$ cat src/rtl/btn_debounce_rst.sv
// Push-button conditioner: 2-flop synchroniser, stable-time debounce FSM,
// rise/fall strobes and a stretched, retriggerable reset pulse per accepted press.
module btn_debounce_rst #(
    parameter int STABLE_CYCLES  = 1_000_000,
    parameter int RST_PULSE      = 16,
    parameter bit BTN_ACTIVE_LOW = 1'b0
) (
    input  logic clk,
    input  logic rst_n,
    input  logic btn_raw,
    output logic btn_level,
    output logic btn_rise,
    output logic btn_fall,
    output logic rst_out
);

    localparam int CNT_W  = $clog2(STABLE_CYCLES);
    localparam int PCNT_W = $clog2(RST_PULSE + 1);
    localparam logic [CNT_W-1:0]  CNT_LAST  = CNT_W'(STABLE_CYCLES - 1);
    localparam logic [PCNT_W-1:0] PCNT_LOAD = PCNT_W'(RST_PULSE);

    typedef enum logic [1:0] {
        S_LOW,
        S_RISE_CHK,
        S_HIGH,
        S_FALL_CHK
    } state_t;

    logic              b;
    logic              s1;
    logic              s2;
    state_t            state;
    state_t            state_next;
    logic [CNT_W-1:0]  cnt;
    logic [CNT_W-1:0]  cnt_next;
    logic              rise_next;
    logic              fall_next;
    logic [PCNT_W-1:0] pcnt;
    logic [PCNT_W-1:0] pcnt_dec;

    assign b = btn_raw ^ BTN_ACTIVE_LOW;

    // synchroniser: only s2 is allowed to reach the FSM
    always_ff @(posedge clk or negedge rst_n) begin
        if (!rst_n) begin
            s1 <= 1'b0;
            s2 <= 1'b0;
        end else begin
            s1 <= b;
            s2 <= s1;
        end
    end

    always_ff @(posedge clk or negedge rst_n) begin
        if (!rst_n) begin
            state    <= S_LOW;
            cnt      <= '0;
            btn_rise <= 1'b0;
            btn_fall <= 1'b0;
        end else begin
            state    <= state_next;
            cnt      <= cnt_next;
            btn_rise <= rise_next;
            btn_fall <= fall_next;
        end
    end

    always_comb begin
        state_next = state;
        cnt_next   = cnt;
        rise_next  = 1'b0;
        fall_next  = 1'b0;
        case (state)
            S_LOW: begin
                if (s2) begin
                    state_next = S_RISE_CHK;
                    cnt_next   = '0;
                end
            end
            S_RISE_CHK: begin
                if (!s2) begin
                    state_next = S_LOW;
                    cnt_next   = '0;
                end else if (cnt == CNT_LAST) begin
                    state_next = S_HIGH;
                    cnt_next   = '0;
                    rise_next  = 1'b1;
                end else begin
                    cnt_next = cnt + CNT_W'(1);
                end
            end
            S_HIGH: begin
                if (!s2) begin
                    state_next = S_FALL_CHK;
                    cnt_next   = '0;
                end
            end
            S_FALL_CHK: begin
                if (s2) begin
                    state_next = S_HIGH;
                    cnt_next   = '0;
                end else if (cnt == CNT_LAST) begin
                    state_next = S_LOW;
                    cnt_next   = '0;
                    fall_next  = 1'b1;
                end else begin
                    cnt_next = cnt + CNT_W'(1);
                end
            end
            default: begin
                state_next = S_LOW;
                cnt_next   = '0;
            end
        endcase
    end

    assign btn_level = (state == S_HIGH) || (state == S_FALL_CHK);

    // reset stretcher: a press arriving mid-pulse reloads, so the pulse extends without a gap
    assign pcnt_dec = pcnt - PCNT_W'(1);

    always_ff @(posedge clk or negedge rst_n) begin
        if (!rst_n) begin
            pcnt    <= '0;
            rst_out <= 1'b0;
        end else if (rise_next) begin
            pcnt    <= PCNT_LOAD;
            rst_out <= 1'b1;
        end else if (pcnt != '0) begin
            pcnt    <= pcnt_dec;
            rst_out <= (pcnt_dec != '0);
        end else begin
            rst_out <= 1'b0;
        end
    end

endmodule

$ cat config.mk
export PLATFORM = sky130hd
export DESIGN_NAME = btn_debounce_rst
export DESIGN_NICKNAME = d
export VERILOG_FILES = /design/src/rtl/btn_debounce_rst.sv
export SDC_FILE = /design/constraint.sdc
export NUM_CORES = 1
export LEC_CHECK = 0
export CORE_ASPECT_RATIO = 0.7
export CORE_MARGIN = 5
export CORE_UTILIZATION = 50
export CTS_BUF_LIST = sky130_fd_sc_hd__clkbuf_4 sky130_fd_sc_hd__clkbuf_8 sky130_fd_sc_hd__clkbuf_16
export DETAILED_ROUTE_END_ITERATION = 6
export PLACE_DENSITY = 0.68
export SLEW_MARGIN = 10
export SYNTH_ARGS = -nofsm -noshare
export SYNTH_HDL_FRONTEND = slang
export SYNTH_SLANG_ARGS = --single-unit
$ cat constraint.sdc
create_clock -name clk -period 3.45 [get_ports clk]
set_clock_uncertainty 0.2 [all_clocks]
set_input_delay 0.345 -clock clk [delete_from_list [all_inputs] [get_ports clk]]
set_output_delay 0.345 -clock clk [all_outputs]
set_load 0.03 [all_outputs]
# Yosys cells after proc, flatten, opt, wreduce, memory -nomap -nowiden
# Index checks and enable logic that the tools add are counted.
[totals] input_bits=3 word_cells=47 output_inout_bits=4 register_bits=32
[op_classes] eq_ne=8 n_reduce_logical=7 n_addsub=2 mux=22
[op_table] cell="20-bit 2-to-1 mux" n=5
[op_table] cell="20-bit one-hot mux with 4 select lines" n=1
[op_table] cell="20-bit by 1-bit adder with 20-bit output, second input constant" n=1
[op_table] cell="20-bit equality test, second input constant" n=1
[op_table] cell="2-bit 2-to-1 mux" n=6
[op_table] cell="5-bit 2-to-1 mux" n=2
[op_table] cell="5-bit nonzero test" n=2
[op_table] cell="2-bit one-hot mux with 4 select lines" n=1
[op_table] cell="1-bit 2-to-1 mux" n=7
[op_table] cell="3-bit != test, second input constant" n=2
[op_table] cell="5-bit by 1-bit subtractor with 5-bit output, second input constant" n=1
[op_table] cell="2-bit equality test, second input constant" n=2
[op_table] cell="2-bit != test, second input constant" n=2
[op_table] cell="4-bit AND reduction" n=1
[op_table] cell="2-bit by 1-bit equality test with 1-bit output, second input constant" n=1
[op_table] cell="2-bit logical NOT" n=1
[op_table] cell="2-bit AND reduction" n=1
[op_table] cell="2-bit nonzero test" n=1
[op_table] cell="1-bit logical OR" n=1

# Longest topological paths before layout
[depth] ltp_word=5 ltp_mapped=7 ltp_nobuf=6

# Least setup slack after synthesis
# Ideal clock, no wire load.
[synth_timing] path_type="register to register" from="register cnt[10]" to="register pcnt[4]" stages_incl_launch_ff=7 path_buffers=1 t_required_ns=3.172 arrival_ns=1.716 slack_ns=1.456 period_less_slack_ns=1.994 setup_ns=0.078 cell_sequence="dfrtp_1 buf_6 or4b_4 nor3_2 and3_1 nor3b_4 o21bai_1"
[synth_between] elab_chain_len=5 elab_cells_between_ends=6 cone_classes="1 x eq/ne; 4 x mux; 1 x reduce/logical"
[synth_lines] element="start, declared" line="34" source="logic [CNT_W-1:0] cnt;"
[synth_lines] element="start signal, assigned" line="62" source="cnt <= cnt_next;"
[synth_lines] element="20-bit equality test (*)" line="84" source="end else if (cnt == CNT_LAST) begin"
[synth_lines] element="1-bit 2-to-1 mux (*)" line="84"
[synth_lines] element="1-bit 2-to-1 mux (*)" line="81" source="if (!s2) begin"
[synth_lines] element="1-bit 2-to-1 mux (*)" line="73" source="case (state)"
[synth_lines] element="named net rise_next" line="36" source="logic rise_next;"
[synth_lines] element="5-bit 2-to-1 mux or 2-bit nonzero test (tied branches)"
[synth_lines] element="end signal, assigned" line="130" source="pcnt <= pcnt_dec;"
[synth_lines] element="end, declared" line="38" source="logic [PCNT_W-1:0] pcnt;"
# The timed path passes the listed nets; every way through them passes the cells marked *.
# A chain may end at the register's enable or synchronous reset.

# Worst setup path in the final report
[layout_timing] from="register cnt[13]" to="register cnt[8]"
[layout_between] elab_chain_len=4 elab_cells_between_ends=5 cone_classes="1 x eq/ne; 4 x mux"
[layout_lines] element="20-bit equality test (*)" line="84, 102"
[layout_lines] element="20-bit 2-to-1 mux (*)" line="84, 102"
[layout_lines] element="20-bit 2-to-1 mux, on equally long branches" line="99, 81"
[layout_lines] element="20-bit one-hot mux with 4 select lines (*)" line="73"
# Every way passes the cells marked *; elsewhere a longest branch is shown, timed or not.

==> flow_summary_export.csv <==
group,metric,value,unit
run_status,status,"completed",
timing,period_share,69.7,%
routing,drt-vias-per-instance,5.68,
synth,synth.ff_latch_count,32,
synth,yosys.area_share.xor_xnor,3.52,%
floorplan,dieHeight,58.9,um
grt,grtUsageTotal,17.0,%
floorplan,rows,17,
setup_path,path_cells,"or4bb_1 > nor3_1 > a31oi_1 > buf_4 > a21o_1 > a21o_1",
timing,fin_crit,2.41,ns
synth,ys_warn_count,0,
clock_tree,cts_buffer_depth,2,
synth,synth_fa_ha_area_share,2.93,%
routing,vias,1328,
timing,tns,0,ns
synth,synth_top_family_by_area,"simple AND/OR/NAND/NOR gates",
clock_tree,h-tree-depth,2,
setup_path,crit_type,"reg -> reg",
synth,yosys.area.top_type,"dfrtp_1",
finish,stdcell_area,1860,um2
finish,drive_gt1_share,10.2,%
floorplan,io_pins,7,
synth,synth_compound_area_share,12.2,%
synth,synthFlopType,"dfrtp_1",
timing,drv_slew,0,
place,dpl_cell_area,1800,um2
routing,drtPass1Iterations,4,
synth,yosys-top-cells-count,"dfrtp_1, nand2_1, nand3_1",
setup_path,critPathMaxFanout,14,
grt,grt_max_degree,33,
timing,setup_ws,1.04,ns
setup_path,crit_top_cell,"a21o_1",
routing,routedWlPerCell,14.6,um
finish,instances_no_fill,234,
synth,netlist_top_cells_area,"dfrtp_1, nand3_1, a21oi_1, nand2_1, ha_1",
floorplan,die_w,79.8,um
clock_tree,cts_setup_buffers,0,
clock_tree,cts-root-buf,"clkbuf_8",
synth,synth-edff-count,0,
clock_tree,cts_hold_buf,0,
synth,synthSimpleGateAreaFrac,27.1,%
timing,worst_pin_slew,0.710,ns
synth,syn-cell-area,1710,um2
synth,syn_inst,181,
clock_tree,tritoncts,"done",
clock_tree,clkTransAtPathRegs,0.06,ns
place,pre_cts_ws,1.09,ns
place,port-buffer-count,6,
timing,maxSlewHeadroom,52.3,%
place,gp_congestion,0.857,
run,maxCapViolCount,0,
synth,synth_seq_area_share,46.9,%
setup_path,worstSetupStartpointType,"flop",
clock_tree,numClockSinks,32,
clock_tree,cts_buffers,5,
hold_path,whs_path_depth,0,
timing,fmax,416,MHz
grt,grt_pass1_vias,1339,
hold_path,hp-class,"reg -> reg",
place,dp_cells,229,
finish,area_growth,9.24,%
setup_path,end_kind,"flop",
timing,hold_viol_final,0,
grt,grt_pass1_wl,6100,um
synth,syn_area_per_cell,9.43,um2
clock_tree,cts_resized,0,
synth,yosysUniqueCellTypes,43,
routing,drtIter0Drc,158,
synth,async_flop_share,100,%
synth,synth_nets,188,
setup_path,arrival,2.38,ns
setup_path,crit_slowest_cell,"or4bb_1",
pwr,ir_drop,0.000438,V
grt,antenna_found_initial,0,
pwr,p_leak,0.786,nW
finish,nNetsFinal,196,
synth,synth_top_area_share,46.9,%
setup_path,required,3.42,ns
setup_path,worst_r2r_path_depth,6,
synth,synth_most_common_cell,"dfrtp_1",
place,dp_hpwl,2430,um
floorplan,core,3210,um2
routing,ant_nets,0,
floorplan,die-area,4700,um2
clock_tree,clk_latency,0.28,ns
setup_path,max_stage_delay,0.51,ns
synth,synth_mux_area_share,2.93,%
timing,rsz0062_at_grt,"false",
pwr,powerDensity,520,nW/um2
routing,drc,0,
routing,drt-total-wl,3420,um
finish,fillers,274,
grt,grt-ovfl-total,0,
finish,antenna_cells,0,
timing,finalSetupViolCount,0,
floorplan,initial_core_util,53.1,%
## path summary, 6_finish.rpt
kind,start,endpoint,slack (ns)
min in group asynchronous,rst_n,cnt[16]$_DFFE_PN0P_,0.27
worst max register to register,cnt[13]$_DFFE_PN0P_,cnt[8]$_DFFE_PN0P_,1.04
worst min-delay path,s1$_DFF_PN0_,s2$_DFF_PN0_,0.16
worst min register to register,s1$_DFF_PN0_,s2$_DFF_PN0_,0.16
max in group asynchronous,rst_n,cnt[4]$_DFFE_PN0P_,2.49
worst max-delay path,cnt[13]$_DFFE_PN0P_,cnt[8]$_DFFE_PN0P_,1.04
## report_power, final
group | total [mW] | switching, mW | leakage (nW) | internal [mW]
clock | 0.247 | 0.118 | 0.0359 | 0.129
sequential | 0.434 | 0.0356 | 0.437 | 0.399
combinational | 0.288 | 0.190 | 0.313 | 0.0979
total | 0.970 | 0.344 | 0.786 | 0.626
## routing by layer
metal | share of wire (%) | GRT usage, % | up-vias
met4 | 1.8 | 9.16 | 0
li1 | - | - | 657
met5 | 0 | 0 | -
met1 | 51 | 23.6 | 628
met3 | 5.5 | 4.59 | 7
met2 | 42 | 24.1 | 36
## area by class of cell
class | instances | area, um2 | share of cell area (%)
Multi-Input combinational cell | 135 | 831 | 44.6
Tap cell | 47 | 58.8 | 3.15
Inverter | 6 | 22.5 | 1.21
Clock buffer | 5 | 68.8 | 3.69
Timing Repair Buffer | 9 | 82.6 | 4.43
Sequential cell | 32 | 801 | 43.0
## stage by stage
stage                     hold WS [ns]  util (%)  power (mW)
after floorplan                 -0.151         -       0.655
after global placement           0.141      55.9       0.715
after detailed placement         0.143      55.9       0.724
after CTS                        0.162      58.0       0.977
after global routing             0.175      58.0        1.04
final                            0.157      58.0       0.970
## layout by cell type, fill, tap and decap left out, types with 6 or more instances in the layout
master,n
dfrtp_1,32
nand2_1,18
nand3_1,17
a21oi_1,15
nor2_1,12
o21ai_0,10
nor3_1,8
inv_1,6
clkdlybuf4s50_1,6
## registers in the layout (all words and copies together) (netlist names), named ones only
register  count
state         1
pcnt          5
s1            1
cnt          20
s2            1
btn_fall      1
rst_out       1
btn_rise      1
## cell families (layout without fill, tap and decap cells)
group / after synthesis / after routing
buffers and inverters: 14 / 20
xor gates and xnor gates: 6 / 6
and+or+nand+nor: 84 / 84
muxes: 5 / 5
DFF: 32 / 32
AOI/OAI and AO/OA: 36 / 36
adders and majority gates: 4 / 4
## worst max-delay path, delay by kind of cell (launching register included)
kind	cells	cell delay, ns
DFF	1	0.40
buffers and inverters	1	0.30
AOI/OAI and AO/OA	3	0.64
and+or+nand+nor	2	0.75
Note: power is estimated with default switching activity, not from simulation.
==> variant: new RTL, same flow settings <==
Change the parameter `STABLE_CYCLES` from 1_000_000 to 500_000.
--- a/src/rtl/btn_debounce_rst.sv
+++ b/src/rtl/btn_debounce_rst.sv
@@ -1,7 +1,7 @@
 // Push-button conditioner: 2-flop synchroniser, stable-time debounce FSM,
 // rise/fall strobes and a stretched, retriggerable reset pulse per accepted press.
 module btn_debounce_rst #(
-    parameter int STABLE_CYCLES  = 1_000_000,
+    parameter int STABLE_CYCLES  = 500_000,
     parameter int RST_PULSE      = 16,
     parameter bit BTN_ACTIVE_LOW = 1'b0
 ) (
Formal check against the unedited RTL: no difference found for any inputs over 10 cycles, from zero or initial values and one cycle with rst_n low; that may be too few to reach the edited logic, so the function may still have changed.
==> variant against the unedited design <==
First-iteration DRC count fell by 7.6%; power is 8.4% higher; sequential cell count shrank 1; design area did not move; via count grew 3.3%; synthesized area down 2.1%; core utilization grew 0.39 points; setup slack worse by 0.071 ns; global-route usage shrank 0.52 points; sequential power down 3%; wire length rose by 1.7%; critical path type unchanged.
==> variant: results <==
group,metric,value,unit
drt,number_of_vias_after_detailed_routing,1372,
placement,place.detailed.hpwl,2.423,mm
critical_path,max_stage_delay,0.80,ns
logic_synthesis,synthArstFlopShare,100.0,%
critical_path,worst-r2r-setup-slack,0.97,ns
global_routing,grt_pass1_vias,1241,
finish,drive_above_1_share,9.091,%
critical_path,critical_path_arrival,2.49,ns
drt,detail_route.first_pass.iterations,5,
clock_tree,cts-root-to-sink-buffers,2,
timing,max-slew-margin-rel,31.82,%
status,run_status,"complete, no violations",
finish,layout_top_registers,"cnt (19), pcnt (5)",
critical_path,critical_path.top_delay_family,"compound AO/OA/AOI/OAI gates",
logic_synthesis,synth_common_cells,"31 x sky130_fd_sc_hd__dfrtp_1, 21 x sky130_fd_sc_hd__nand2_1, 15 x sky130_fd_sc_hd__nor2_1",
global_routing,grt_usage,16.46,%
logic_synthesis,post_synth_xor_area_fraction,3.670,%
logic_synthesis,synth.area.top_cells,"sky130_fd_sc_hd__dfrtp_1 46%, sky130_fd_sc_hd__nand2_1 4.7%, sky130_fd_sc_hd__a31oi_1 3.7%",
pwr,vdd.ir_drop.worst,0.4287,mV
logic_synthesis,synth_compound_gate_area_share,15.96,%
clock_tree,clock-root-buffer,"sky130_fd_sc_hd__clkbuf_8",
logic_synthesis,synthMuxAreaShare,1.199,%
logic_synthesis,ys_types,42,
drt,drt_first_iter_violations,146,
global_routing,maximum_number_of_pins_on_one_net_before_global_route_repair,32,
critical_path,critical_path.max_fanout,25,
placement,gpl.final_weighted_congestion,0.8625,
logic_synthesis,yosysSeqAreaShare,46.44,%
logic_synthesis,post_synth_fa_ha_maj_area_fraction,2.996,%
critical_path,cpMaxStageDelayCell,"sky130_fd_sc_hd__a21oi_2",
global_routing,grt_first_pass_wirelength,5.796,mm
drt,drt_wl_total,3.478,mm
pwr,leakage_power_total,0.7789,nW
variant: per-stage QoR:
step | instances | hold WS [ns] | total power, mW | setup slack (ns) | cell area, um^2
floorplan | 181 | -0.1506 | 0.6192 | 1.392 | 1670
global placement | 217 | 0.1453 | 0.6756 | 1.150 | 1747
detailed placement | 217 | 0.1357 | 0.6844 | 1.023 | 1747
CTS | 225 | 0.1663 | 1.058 | 0.9976 | 1864
global route | 225 | 0.1833 | 1.108 | 0.8012 | 1864
finish | 225 | 0.1632 | 1.052 | 0.9743 | 1864
variant: final timing paths:
path / from / end / depth (start not counted)
worst max-delay path: flip-flop / cnt[18] / 5
worst min-delay path: s1 / s2 / 0
worst max register to register: flip-flop / cnt[18] / 5
worst min register to register: s1 / s2 / 0
max in group asynchronous: rst_n / cnt[10] / 2
min in group asynchronous: rst_n / cnt[1] / 2
variant: cell type report:
type                    instances  area (um^2)
inverters                       8        30.03
clock buffers                   6        82.58
well taps                      38        47.55
fillers                       274         1326
clock inverters                 2        35.03
multi-input cells             133        825.8
repair buffers                  7        67.56
flip-flops and latches         31        775.7
variant: cell families (layout without fill, tap and decap cells):
group,count (synthesis),in the layout
xor gates and xnor gates,7,7
AOI/OAI and AO/OA,43,43
and+or+nand+nor,77,77
DFF,31,31
buffers and inverters,17,23
muxes,2,2
adders and majority gates,4,4
variant: per-layer routing:
layer,track usage (%),routed length (um)
met1,24.01,1763
met2,23.02,1432
met4,6.618,48
met3,4.587,233
met5,0,0
variant: power breakdown:
part | switching (mW) | internal (mW)
logic | 0.184 | 0.0741
clock network | 0.137 | 0.233
registers | 0.0349 | 0.389
